<file path="config.mk">
export PLATFORM = sky130hd
export DESIGN_NAME = sbox_sweep_char
export DESIGN_NICKNAME = d
export VERILOG_FILES = /design/src/rtl/sbox_sweep_char_pkg.sv /design/src/rtl/sweep_align_pipe.sv /design/src/rtl/sbox_sweep_char.sv
export SDC_FILE = /design/constraint.sdc
export NUM_CORES = 1
export LEC_CHECK = 0
export BUFFER_PORTS_ARGS = -buffer_cell sky130_fd_sc_hd__buf_2
export CAP_MARGIN = 0
export CORE_MARGIN = 3
export CORE_UTILIZATION = 55
export CTS_BUF_LIST = sky130_fd_sc_hd__clkbuf_4 sky130_fd_sc_hd__clkbuf_8
export CTS_CLUSTER_SIZE = 40
export DETAILED_ROUTE_END_ITERATION = 6
export PLACE_DENSITY = 0.8
export SYNTH_ARGS = -nofsm -noshare
export SYNTH_HDL_FRONTEND = slang
export SYNTH_SLANG_ARGS = --single-unit
</file>
<file path="constraint.sdc">
create_clock -name clk -period 3.75 [get_ports clk]
set_input_delay 0.1875 -clock clk [delete_from_list [all_inputs] [get_ports clk]]
set_output_delay 0.1875 -clock clk [all_outputs]
set_load 0.01 [all_outputs]
</file>
<file path="src/rtl/sbox_sweep_char_pkg.sv">
// Shared definitions for the S-box sweep characterisation harness:
// FSM state encoding and element/width constants.
package sbox_sweep_char_pkg;

    localparam int N_ELEM = 64;
    localparam int W      = 6;
    localparam int CHK_W  = 12;

    typedef enum logic [1:0] {
        IDLE  = 2'd0,
        SWEEP = 2'd1,
        DRAIN = 2'd2,
        DONE  = 2'd3
    } state_t;

endpackage

</file>
<file path="src/rtl/sweep_align_pipe.sv">
// Delay line carrying {valid, idx} alongside the attached S-box latency so each
// S-box output can be paired with the input that produced it. LAT = 0 is pure wiring.
module sweep_align_pipe
    import sbox_sweep_char_pkg::*;
#(
    parameter int LAT = 0
) (
    input  logic         clk,
    input  logic         rst,
    input  logic         issue_valid,
    input  logic [W-1:0] issue_idx,
    output logic         cap_valid,
    output logic [W-1:0] cap_idx
);

    generate
        if (LAT == 0) begin : g_wire
            logic unused_clk_rst;
            assign unused_clk_rst = clk ^ rst;
            assign cap_valid      = issue_valid;
            assign cap_idx        = issue_idx;
        end else begin : g_pipe
            logic [W:0] stage [LAT];

            always_ff @(posedge clk or posedge rst) begin
                if (rst) begin
                    for (int i = 0; i < LAT; i++) begin
                        stage[i] <= '0;
                    end
                end else begin
                    stage[0] <= {issue_valid, issue_idx};
                    for (int i = 1; i < LAT; i++) begin
                        stage[i] <= stage[i-1];
                    end
                end
            end

            assign cap_valid = stage[LAT-1][W];
            assign cap_idx   = stage[LAT-1][W-1:0];
        end
    endgenerate

endmodule

</file>
<file path="src/rtl/sbox_sweep_char.sv">
// Sweeps x = 0..63 through an attached 6-bit S-box, collects every output and
// reports permutation status, fixed-point count, image of zero and a checksum.
module sbox_sweep_char
    import sbox_sweep_char_pkg::*;
#(
    parameter int LAT = 0
) (
    input  logic             clk,
    input  logic             rst,
    input  logic             start,
    output logic [W-1:0]     sbox_x,
    input  logic [W-1:0]     sbox_y,
    output logic             busy,
    output logic             done,
    output logic             is_perm,
    output logic [W:0]       fixed_cnt,
    output logic [W-1:0]     zero_img,
    output logic [CHK_W-1:0] checksum
);

    state_t              state, state_next;
    logic                accept;
    logic [W-1:0]        idx;
    logic                issue_valid;
    logic                cap_valid;
    logic [W-1:0]        cap_idx;
    logic [N_ELEM-1:0]   bitmap;
    logic [N_ELEM-1:0]   y_onehot;
    logic                dup;
    logic                last_seen;

    assign issue_valid = (state == SWEEP);
    assign sbox_x      = issue_valid ? idx : '0;
    assign busy        = (state == SWEEP) || (state == DRAIN);
    assign done        = (state == DONE);
    assign y_onehot    = {{(N_ELEM-1){1'b0}}, 1'b1} << sbox_y;

    sweep_align_pipe #(
        .LAT (LAT)
    ) u_align (
        .clk         (clk),
        .rst         (rst),
        .issue_valid (issue_valid),
        .issue_idx   (idx),
        .cap_valid   (cap_valid),
        .cap_idx     (cap_idx)
    );

    // start only counts in IDLE or DONE; DRAIN waits one edge past the final capture
    always_comb begin
        state_next = state;
        accept     = 1'b0;
        case (state)
            IDLE: begin
                if (start) begin
                    accept     = 1'b1;
                    state_next = SWEEP;
                end
            end
            SWEEP: begin
                if (idx == '1) state_next = DRAIN;
            end
            DRAIN: begin
                if (last_seen) state_next = DONE;
            end
            DONE: begin
                if (start) begin
                    accept     = 1'b1;
                    state_next = SWEEP;
                end
            end
            default: state_next = IDLE;
        endcase
    end

    always_ff @(posedge clk or posedge rst) begin
        if (rst) state <= IDLE;
        else     state <= state_next;
    end

    always_ff @(posedge clk or posedge rst) begin
        if (rst) begin
            idx <= '0;
        end else if (accept) begin
            idx <= '0;
        end else if (issue_valid) begin
            idx <= idx + {{(W-1){1'b0}}, 1'b1};
        end
    end

    // Result accumulation; is_perm is only published on the DRAIN -> DONE edge
    always_ff @(posedge clk or posedge rst) begin
        if (rst) begin
            bitmap    <= '0;
            dup       <= 1'b0;
            last_seen <= 1'b0;
            is_perm   <= 1'b0;
            fixed_cnt <= '0;
            zero_img  <= '0;
            checksum  <= '0;
        end else if (accept) begin
            bitmap    <= '0;
            dup       <= 1'b0;
            last_seen <= 1'b0;
            is_perm   <= 1'b0;
            fixed_cnt <= '0;
            zero_img  <= '0;
            checksum  <= '0;
        end else begin
            if (cap_valid) begin
                dup      <= dup | (|(bitmap & y_onehot));
                bitmap   <= bitmap | y_onehot;
                checksum <= checksum + {{(CHK_W-W){1'b0}}, sbox_y};
                if (sbox_y == cap_idx) fixed_cnt <= fixed_cnt + {{W{1'b0}}, 1'b1};
                if (cap_idx == '0)     zero_img  <= sbox_y;
                if (cap_idx == '1)     last_seen <= 1'b1;
            end
            if (state == DRAIN && last_seen) is_perm <= ~dup;
        end
    end

endmodule

</file>
==> results of run 1 <==
[sequential cells by signal (all words and copies together), names as in the netlist]
register,flops
fixed_cnt,7
bitmap,64
state,2
zero_img,6
checksum,12
last_seen,1
idx,6
is_perm,1
dup,1
[per-layer routing]
metal / up-vias / part of all wire [%]
li1: 2028 / -
met5: - / 0
met2: 221 / 47
met4: 0 / 1.8
met1: 2177 / 43
met3: 32 / 8.6
[per-stage QoR]
step	cell area (um^2)	total power [W]	hold slack, ns	std cells	utilization, %
after detailed placement	5480	0.00233	0.467	710	59.1
after global routing	5670	0.00319	0.0971	724	61.1
after global placement	5480	0.00229	0.457	710	59.1
after floorplan	5280	0.00205	0.362	572	-
after CTS	5670	0.00300	0.0685	724	61.1
final	5670	0.00300	0.0297	724	61.1
[Yosys cell counts, types with 3 or more instances]
cell type | count | area (um^2)
o21a_1 | 5 | 37.5
a32oi_1 | 3 | 26.3
nand2b_1 | 6 | 37.5
and3_1 | 8 | 50.1
a22oi_1 | 4 | 30.0
buf_4 | 5 | 37.5
ha_1 | 13 | 163
xor2_1 | 13 | 114
a22o_1 | 6 | 52.6
xnor2_1 | 5 | 43.8
nor2b_1 | 9 | 56.3
buf_6 | 5 | 56.3
and2_1 | 9 | 56.3
mux2i_1 | 18 | 180
dfrtp_1 | 100 | 2500
o21ai_0 | 50 | 250
nor3b_1 | 5 | 37.5
a31oi_1 | 7 | 43.8
nand2_1 | 64 | 240
or3_1 | 3 | 18.8
nand4_1 | 10 | 62.6
nand3_1 | 16 | 80.1
nand3b_1 | 4 | 30.0
inv_1 | 15 | 56.3
nor3_1 | 8 | 40.0
buf_2 | 7 | 35.0
clkbuf_1 | 18 | 67.6
a21oi_1 | 38 | 190
nor2_1 | 73 | 274
mux2_2 | 4 | 45.0
[worst reg2reg max path: stages, from the launching register on]
cell      delay, ns
dfrtp_1        0.38
ha_1           0.18
inv_1          0.06
fa_1           0.39
nor2b_1        0.12
o21ai_0        0.10
a21boi_0       0.25
o21ai_1        0.18
a2111o_1       0.44
o21ai_0        0.08
[cell families after synthesis]
logic type               Yosys count  share of synthesized area, %
adder cells (fa/ha/maj)           14                          3.46
AO/OA/AOI/OAI                    136                          15.6
flip-flops                       100                          47.4
XOR/XNOR                          20                          3.60
buffers and inverters             54                          5.07
AND/OR/NAND/NOR                  226                          20.6
multiplexers                      22                          4.26
[power groups by stage]
stage | sequential (W) | combinational [W] | clock [W]
2_1_floorplan | 0.00132 | 0.000728 | 0
3_3_place_gp | 0.00132 | 0.000967 | 0
3_5_place_dp | 0.00133 | 0.00100 | 0
4_1_cts | 0.00131 | 0.00100 | 0.000690
5_1_grt | 0.00133 | 0.00113 | 0.000736
6_report | 0.00131 | 0.00100 | 0.000687
[how the worst max path moves through the flow]
stage	start	end	slack (ns)
6_report	sbox_y[0]	checksum[8]$_DFFE_PP0P_	1.40
5_1_grt	sbox_y[0]	checksum[6]$_DFFE_PP0P_	1.20
4_1_cts	sbox_y[0]	checksum[8]$_DFFE_PP0P_	1.42
3_5_place_dp	sbox_y[0]	checksum[8]$_DFFE_PP0P_	1.01
3_3_place_gp	sbox_y[0]	checksum[10]$_DFFE_PP0P_	1.15
2_1_floorplan	rst	bitmap[0]$_DFFE_PP0P_	0.94
[layout make-up]
class	count	area, um^2	area share [%]
Timing Repair Buffer	46	240	4.24
Multi-Input combinational cell	418	2510	44.3
Inverter	17	66.3	1.17
Clock buffer	10	138	2.43
Clock inverter	4	51.3	0.904
Tap cell	129	161	2.85
Sequential cell	100	2500	44.1
[placed cells by master (no fill, tap or decap), types with 5 or more instances in the layout]
cell,instances
nor3b_1,5
nand4_1,10
nand2_1,64
dfrtp_1,100
nor2b_1,9
a21oi_1,38
and3_1,8
nand3_1,16
o21a_1,5
xnor2_1,5
mux2i_1,18
clkbuf_8,10
ha_1,13
and2_1,8
nor2_1,73
a31oi_1,7
a22o_1,6
inv_1,14
nand2b_1,6
xor2_1,13
buf_2,42
nor3_1,8
o21ai_0,50
==> flow_metrics.tcl, run 1 <==
set metrics [dict create \
    outcome "finished, final reports clean" \
    period_share_pct 62.6 \
    place_congestion 0.962 \
    crit_slowest_cell "buf_2" \
    switching_share_pct 37.8 \
    nFillCells 812 \
    drive_gt1_share_pct 12.3 \
    port_buffers 42 \
    cts.sinks 100 \
    cp_max_fo 35 \
    setup_viol 0 \
    synth_cells 572 \
    die_y_um 104 \
    slowest_delay_ns 0.54 \
    antenna_found_initial 0 \
    clock.fmax_mhz 426 \
    synth_edf_count 0 \
    ctsHoldBuffers 0 \
    drv_cap 0 \
    rr_worst_depth 9 \
    cts_buffers 9 \
    synth_area_um2 5280 \
    ys_ff_latch 100 \
    ys_seq_area_share_pct 47.4 \
    async_flop_share_pct 100 \
    num_io_pins 43 \
    pwr_density_cell_nw_per_um2 528 \
    gr-total-overflow 0 \
    hpwl_mm 8.59 \
    rsz0062_at_grt "no" \
    synth.distinct_cells 63 \
    peakVddDrop_mv 0.305 \
    min_path_type "input pin to async pin" \
    final_nets 615 \
    h-tree-depth 3 \
    crit_cells 10 \
    ys.flop_type "dfrtp_1" \
    avgRoutedWirePerCell_um 17.6 \
    gr-usage-met1_pct 33.6 \
    cts_resized 0 \
    syn_nets 595 \
    dieArea_um2 10800 \
    power_switching_w 0.00113 \
    grt.met2_usage_pct 37.6 \
    initialDrtViolationCount 486 \
    met3_usage_pct 6.21 \
    clk_path_buf_depth 2 \
    reg2reg_to "checksum[8]$_DFFE_PP0P_" \
    cts-root-buf "clkbuf_8" \
    antennaDiodeCount 0 \
    grt_pass1_vias 4294 \
    ys_warn_count 0 \
    rows 35 \
    fp.dieW_um 104 \
    path_clk_slew_ns 0.10 \
    start_util_pct 56.9 \
    drv_slew 0 \
    p_seq_share_pct 43.7 \
    cp_top_family "compound AO/OA/AOI/OAI gates" \
    criticalPathCategory "input pin to register" \
    avgSynthCellArea_um2 9.23 \
    internal_power_w 0.00186 \
    critPathRequiredTime_ns 4.05 \
    max_slew_margin_pct 32.7 \
    routed_wl_mm 12.7 \
    drc 0 \
    grt-busiest-layer "met2" \
    first_pass_iters 6 \
    antenna_left 0 \
    crit-reg2reg-launch "checksum[0]$_DFFE_PP0P_" \
    cts_tree "done" \
    p_leak_nw 2.65 \
    pwr-share-clk_pct 22.9 \
    cts_setup_buffers 0 \
    clkLatencyLatePin_ns 0.37 \
    cp_num_buf_inv 2 \
    grt.total_usage_pct 24.1 \
    worstMarginPinSlew_ns 1.01 \
    viasPerCell 6.16 \
    combPwrFrac_pct 33.4 \
    final.setup.worst_slack_ns 1.40 \
    period_needed_ns 2.35 \
    worst_setup_path_end_kind "register" \
    hold_viol 0 \
    reg2reg_slack_ns 1.49 \
    arrival_ns 2.65 \
    design.core.area_um2 9280 \
    finalClockSkew_ns 0.00854 \
    cpMostUsedCell "o21ai_0" \
    pre_cts_ws_ns 1.01 \
    tns_ns 0 \
    area_delta_synth_final_pct 7.39 \
    grt_pass1_wl_mm 21.4 \
    grt_max_degree 80 \
    cp_cell_sequence "buf_2 > ha_1 > inv_1 > fa_1 > nor2b_1 > o21ai_0 > a21boi_0 > o21ai_1 > a2111o_1 > o21ai_0" \
    vias 4458 \
    crit_path_start_kind "input pin" \
]
(Power assumes the default switching activity.)
==> run 2: changes to the inputs <==
--- a/config.mk
+++ b/config.mk
@@ -5,6 +5,7 @@
 export SDC_FILE = /design/constraint.sdc
 export NUM_CORES = 1
 export LEC_CHECK = 0
+export ABC_AREA = 1
 export BUFFER_PORTS_ARGS = -buffer_cell sky130_fd_sc_hd__buf_2
 export CAP_MARGIN = 0
 export CORE_MARGIN = 3
@@ -12,7 +13,7 @@
 export CTS_BUF_LIST = sky130_fd_sc_hd__clkbuf_4 sky130_fd_sc_hd__clkbuf_8
 export CTS_CLUSTER_SIZE = 40
 export DETAILED_ROUTE_END_ITERATION = 6
-export PLACE_DENSITY = 0.8
+export PLACE_DENSITY = 0.83
 export SYNTH_ARGS = -nofsm -noshare
 export SYNTH_HDL_FRONTEND = slang
 export SYNTH_SLANG_ARGS = --single-unit
==> constraint.sdc (replaced) <==
create_clock -name clk -period 2.1 [get_ports clk]
set_input_delay 0.105 -clock clk [delete_from_list [all_inputs] [get_ports clk]]
set_output_delay 0.105 -clock clk [all_outputs]
set_load 0.01 [all_outputs]
==> flow_metrics.tcl, run 2 <==
set metrics [dict create \
    final_cells 872 \
    period_needed_ns 1.92 \
    pwr_density_cell_nw_per_um2 955 \
    tns_ns 0 \
    initialDrtViolationCount 512 \
    rows 36 \
    synth_area_um2 5660 \
    hpwl_mm 9.47 \
    worst_setup_path_end_kind "register" \
    crit_path_start_kind "register" \
    dieArea_um2 11500 \
    synth_cells 709 \
    clk_path_buf_depth 2 \
    cts_setup_buffers 0 \
    finish.utilization_pct 63.5 \
    antenna_left 0 \
    grt_max_degree 68 \
    clock.fmax_mhz 520 \
    design.core.area_um2 9860 \
    gr-total-overflow 0 \
    multi_input_area_um2 2640 \
    largest_register_ffs 64 \
    regMostFlops "bitmap" \
    synth.most_common_cell "nand2_1" \
    p_leak_nw 3.05 \
    fp.dieW_um 107 \
    clkLatencyLatePin_ns 0.39 \
    dp_cells 855 \
    synthTopCellsByArea "dfrtp_1, nand2_1, nand4_1, nand3_1, o21ai_0" \
    final_nets 757 \
    grt_pass1_wl_mm 24.6 \
    hold_viol 0 \
    final.setup.worst_slack_ns 0.177 \
    final_cell_mix "nand2_1, dfrtp_1, nand4_1" \
    cts.sinks 100 \
    finalClockSkew_ns 0.0140 \
    num_io_pins 43 \
    peakVddDrop_mv 0.592 \
    cts-root-buf "clkbuf_8" \
    syn_nets 732 \
    critPathRequiredTime_ns 2.42 \
    vias 5217 \
    avgRoutedWirePerCell_um 16.5 \
    min_path_type "input pin to register" \
    ys_ff_latch 100 \
    pre_cts_ws_ns 0.0780 \
    start_util_pct 57.3 \
    whs_ns 0.0999 \
    max_slew_margin_pct 64.0 \
    setup_viol 0 \
    drv_cap 0 \
    async_flop_share_pct 100 \
    cts_buffers 9 \
    worstMarginPinSlew_ns 0.540 \
    synth_common_cells "nand2_1, dfrtp_1, nand4_1" \
    antennaDiodeCount 0 \
    cts_tree "done" \
    final_common_cell "nand2_1" \
    seqCellArea_um2 2500 \
    synth_top_area_share_pct 44.2 \
    avgSynthCellArea_um2 7.98 \
    nFillCells 832 \
    cp_max_fo 7 \
    outcome "finished, final reports clean" \
    viasPerCell 5.98 \
    antenna_found_initial 0 \
    drive_gt1_share_pct 15.2 \
    path_clk_slew_ns 0.10 \
    first_pass_iters 5 \
    drv_slew 0 \
    area_delta_synth_final_pct 10.7 \
    place_congestion 0.905 \
    grt_pass1_vias 4967 \
    period_share_pct 91.6 \
    grt.total_usage_pct 26.8 \
    ys_seq_area_share_pct 44.2 \
    ys.flop_type "dfrtp_1" \
    port_buffers 42 \
    routed_wl_mm 14.4 \
    drc 0 \
    die_y_um 107 \
    synth_area_leader_cell "dfrtp_1" \
    synth_edf_count 0 \
    criticalPathCategory "register to register" \
    ys_warn_count 0 \
    synth.distinct_cells 39 \
    largest_registers "bitmap: 64 flops, checksum: 12 flops, fixed_cnt: 7 flops" \
    arrival_ns 2.24 \
    h-tree-depth 3 \
]
-- run 2: changes by cell type after synthesis, sizes merged, moves of 10 or more --
cell and change:
nand3 +41, nand4 +61, inv +58, and2 -10
a21oi -12, mux2i -18, nand2 +81
-- run 2: path summary, 6_finish.rpt --
check | from | endpoint | slack (ns) | cells past startpoint
setup / recovery | state[0]$_DFFE_PP0P_ | checksum[10]$_DFFE_PP0P_ | 0.18 | 11
hold / removal | sbox_y[0] | checksum[0]$_DFFE_PP0P_ | 0.1 | 3
setup reg to reg | state[0]$_DFFE_PP0P_ | checksum[10]$_DFFE_PP0P_ | 0.18 | 11
hold reg to reg | bitmap[45]$_DFFE_PP0P_ | bitmap[45]$_DFFE_PP0P_ | 0.50 | 2
max in group asynchronous | rst | bitmap[36]$_DFFE_PP0P_ | 1.17 | 4
min in group asynchronous | rst | checksum[11]$_DFFE_PP0P_ | 0.33 | 3
-- run 2: layer usage --
layer / routed length [um] / global-route usage (%) / vias up
met2: 6780 / 41.5 / 260
li1: - / - / 2449
met5: 0 / 0 / -
met3: 1240 / 5.94 / 34
met1: 5960 / 36.8 / 2474
met4: 367 / 10.3 / 0
-- run 2: cell type report --
type | count | share of cell area, %
Multi-Input combinational cell | 487 | 42.2
Sequential cell | 100 | 40.0
Timing Repair Buffer | 62 | 7.39
Inverter | 74 | 4.50
Tap cell | 133 | 2.66
Clock buffer | 9 | 1.98
Clock inverter | 7 | 1.34
-- run 2: cell families (layout without fill, tap and decap cells) --
logic type	Yosys count	after routing	share of synthesized area, %
AOI/OAI and AO/OA	109	109	11.2
xor gates and xnor gates	10	10	1.55
adders and majority gates	14	14	3.23
buffers and inverters	122	152	9.16
DFF	100	100	44.2
and+or+nand+nor	354	354	30.6
-- run 2: per-stage QoR --
| stage | power, W | area [um^2] |
|---|---|---|
| 2_1_floorplan | 0.00384 | 5660 |
| 3_3_place_gp | 0.00458 | 6040 |
| 3_5_place_dp | 0.00467 | 6040 |
| 4_1_cts | 0.00597 | 6260 |
| 5_1_grt | 0.00635 | 6260 |
| 6_report | 0.00598 | 6260 |
-- run 2: worst max-delay path, cell delays in order, from the launching register on --
cell	delay, ns
dfrtp_1	0.44
inv_1	0.07
ha_1	0.33
nand2_2	0.09
inv_1	0.10
buf_4	0.15
nor2_1	0.06
inv_1	0.09
nand3_1	0.08
nor3_1	0.22
o21ai_0	0.10
a21oi_1	0.13
-- run 2: power breakdown --
part | switching (W) | leakage [nW] | internal, W | total, W
Sequential | 0.000206 | 1.38 | 0.00217 | 0.00237
Clock | 0.000725 | 0.102 | 0.000569 | 0.00129
Combinational | 0.00156 | 1.57 | 0.000750 | 0.00231
-- run 2: what timing repair did --
action                                 in CTS  in global routing
endpoints found under the hold margin      18                  0
hold buffers                                1                  0
gates resized for setup                     0                  5
setup endpoints to repair                   0                 15
==> run 3: changes to the inputs <==
--- a/config.mk
+++ b/config.mk
@@ -14,6 +14,8 @@
 export CTS_CLUSTER_SIZE = 40
 export DETAILED_ROUTE_END_ITERATION = 6
 export PLACE_DENSITY = 0.83
+export SLEW_MARGIN = 5
 export SYNTH_ARGS = -nofsm -noshare
 export SYNTH_HDL_FRONTEND = slang
+export SYNTH_HIERARCHICAL = 1
 export SYNTH_SLANG_ARGS = --single-unit
==> flow_metrics.tcl, run 3 <==
set metrics [dict create \
    placed_area_um2 5870 \
    synth_top_area_share_pct 45.3 \
    gr-total-overflow 0 \
    worst_setup_path_end_kind "register" \
    clock.fmax_mhz 505 \
    drc 0 \
    cts.sinks 100 \
    async_flop_share_pct 100 \
    area_delta_synth_final_pct 10.9 \
    port_buffers 42 \
    design.core.area_um2 9500 \
    top_layer_used "met4" \
    grt_max_degree 85 \
    viasPerCell 6.01 \
    finalClockSkew_ns 0.0135 \
    period_needed_ns 1.98 \
    synth_area_um2 5520 \
    ys_ff_latch 100 \
    largest_registers "bitmap: 64 flops, checksum: 12 flops, fixed_cnt: 7 flops" \
    cts-root-buf "clkbuf_8" \
    combPwrFrac_pct 39.6 \
    final_nets 747 \
    final_common_cell "nand2_1" \
    crit_cells 11 \
    pwr_density_cell_nw_per_um2 1010 \
    synthTopCellsByArea "dfrtp_1, nand2_1, nand4_1, o21ai_0, nand3_1" \
    p_leak_nw 2.96 \
    synth.most_common_cell "nand2_1" \
    path_clk_slew_ns 0.10 \
    initialDrtViolationCount 508 \
    p_seq_share_pct 39.5 \
    antenna_left 0 \
    rr_worst_depth 11 \
    crit_path_start_kind "register" \
    pwr-share-clk_pct 20.9 \
    final_cell_mix "nand2_1, dfrtp_1, nor2_1" \
    clk_path_buf_depth 2 \
    grt.total_usage_pct 26.1 \
    switching_share_pct 42.0 \
    start_util_pct 58.1 \
    criticalPathCategory "register to register" \
    cpMostUsedCell "nor2_1" \
    antenna_found_initial 0 \
    critPathRequiredTime_ns 2.37 \
    cts_tree "done" \
    grt_pass1_vias 4881 \
    peakVddDrop_mv 0.772 \
    ys.flop_type "dfrtp_1" \
    slowest_delay_ns 0.39 \
    drive_gt1_share_pct 14.9 \
    cp_num_buf_inv 2 \
    wl_met3_um 877 \
    avgRoutedWirePerCell_um 16.6 \
    largest_register_ffs 64 \
    synth_cells 700 \
    synth_area_leader_cell "dfrtp_1" \
    rows 35 \
    dieArea_um2 11300 \
    ys_warn_count 6 \
    fp.dieW_um 106 \
    internal_power_w 0.00360 \
    min_path_type "input pin to register" \
    avgSynthCellArea_um2 7.89 \
    crit_slowest_cell "dfrtp_1" \
    grt_pass1_wl_mm 24.0 \
    vias 5163 \
    drv_slew 0 \
    synth.distinct_cells 38 \
    power_switching_w 0.00261 \
    pre_cts_ws_ns -0.00891 \
    final.setup.worst_slack_ns 0.121 \
    syn_nets 722 \
    place_congestion 0.886 \
    max_slew_margin_pct 53.9 \
    period_share_pct 94.2 \
    ys_seq_area_share_pct 45.3 \
    cts_buffers 9 \
    synth_edf_count 0 \
    synth_common_cells "nand2_1, dfrtp_1, nor2_1" \
    cp_cell_sequence "ha_2 > inv_1 > fa_2 > o21ai_2 > and2_4 > nor2_1 > o21bai_2 > buf_4 > nand3_1 > nand2_1 > nor2_1" \
    antennaDiodeCount 0 \
    wl_met2_mm 6.81 \
    outcome "finished, final reports clean" \
    hold_depth 3 \
    cp_max_fo 3 \
    cp_top_family "adder cells" \
    routed_wl_mm 14.2 \
    regMostFlops "bitmap" \
    hpwl_mm 9.33 \
    setup_viol 0 \
    met1_length_mm 6.25 \
    h-tree-depth 3 \
    die_y_um 106 \
    arrival_ns 2.25 \
    num_io_pins 43 \
    first_pass_iters 5 \
    drv_cap 0 \
    hold_viol 0 \
    worstMarginPinSlew_ns 0.691 \
    stdcell_area_um2 6130 \
    clkLatencyLatePin_ns 0.37 \
]
run 3: cell count changes in the layout (fill, tap and decap cells not counted), moves of 10 or more:
cell	previous run	this run
a21oi_1	26	14
inv_1	65	37
nand3_1	52	63
nand4_1	70	57
nor2_1	53	74
o21ai_0	48	64
o22ai_1	11	1
run 3: layer usage:
layer,track usage (%),vias to the layer above
li1,-,2436
met1,37.1,2486
met2,41.4,208
met3,3.70,33
met4,8.14,0
met5,0,-
run 3: layout make-up:
type | instances | area [um^2]
Sequential cell | 100 | 2500
Inverter | 44 | 169
Clock inverter | 6 | 68.8
Tap cell | 129 | 161
Multi-Input combinational cell | 506 | 2630
Clock buffer | 10 | 138
Fill cell | 794 | 3380
Timing Repair Buffer | 64 | 453
run 3: logic make-up (layout without fill, tap and decap cells):
kind of cell             Yosys count  after routing  share of synthesized area [%]
buffers and inverters             94            124                           7.32
AND/OR/NAND/NOR                  373            373                           31.0
flip-flops                       100            100                           45.3
multiplexers                       1              1                          0.181
AO/OA/AOI/OAI                    114            114                           12.3
XOR/XNOR                           5              5                          0.793
adder cells (fa/ha/maj)           13             13                           3.08
run 3: power groups by stage:
stage	registers [W]	logic (W)	clock network, W
2_1_floorplan	0.00246	0.00160	0
3_3_place_gp	0.00245	0.00225	0
3_5_place_dp	0.00248	0.00235	0
4_1_cts	0.00244	0.00237	0.00131
5_1_grt	0.00249	0.00272	0.00139
6_report	0.00245	0.00246	0.00130
run 3: repair_timing:
| item | 4_1_cts | 5_1_grt |
|---|---|---|
| hold endpoints to repair | 27 | 0 |
| gates resized for setup | 0 | 6 |
| hold buffers | 1 | 0 |
| setup endpoints to repair | 1 | 4 |
| setup buffers | 1 | 2 |
| pin swaps | 1 | 1 |
run 3: worst min-delay path: cells and delay by family:
kind,cells,cell delay (ns)
compound gates,2,0.28
buf+inv,1,0.10
run 3: per-stage QoR:
stage                     setup TNS (ns)  total power (W)  hold slack (ns)  utilization [%]  instances
after floorplan                        0          0.00406            0.306                -        700
after global placement                 0          0.00470            0.229             61.8        839
after detailed placement        -0.00891          0.00483            0.241             61.8        839
after CTS                              0          0.00613            0.143             64.1        857
after global routing            -0.00580          0.00660            0.160             64.5        859
final                                  0          0.00621            0.146             64.5        859
run 3: path summary, 6_finish.rpt:
kind / from / slack, ns / end
min: start / 0.15 / state[1]$_DFFE_PP0P_
min reg2reg: bitmap[59]$_DFFE_PP0P_ / 0.50 / bitmap[59]$_DFFE_PP0P_
max: checksum[0]$_DFFE_PP0P_ / 0.12 / checksum[10]$_DFFE_PP0P_
max reg2reg: checksum[0]$_DFFE_PP0P_ / 0.12 / checksum[10]$_DFFE_PP0P_
max in group asynchronous: rst / 1.09 / bitmap[32]$_DFFE_PP0P_
min in group asynchronous: rst / 0.37 / zero_img[4]$_DFFE_PP0P_
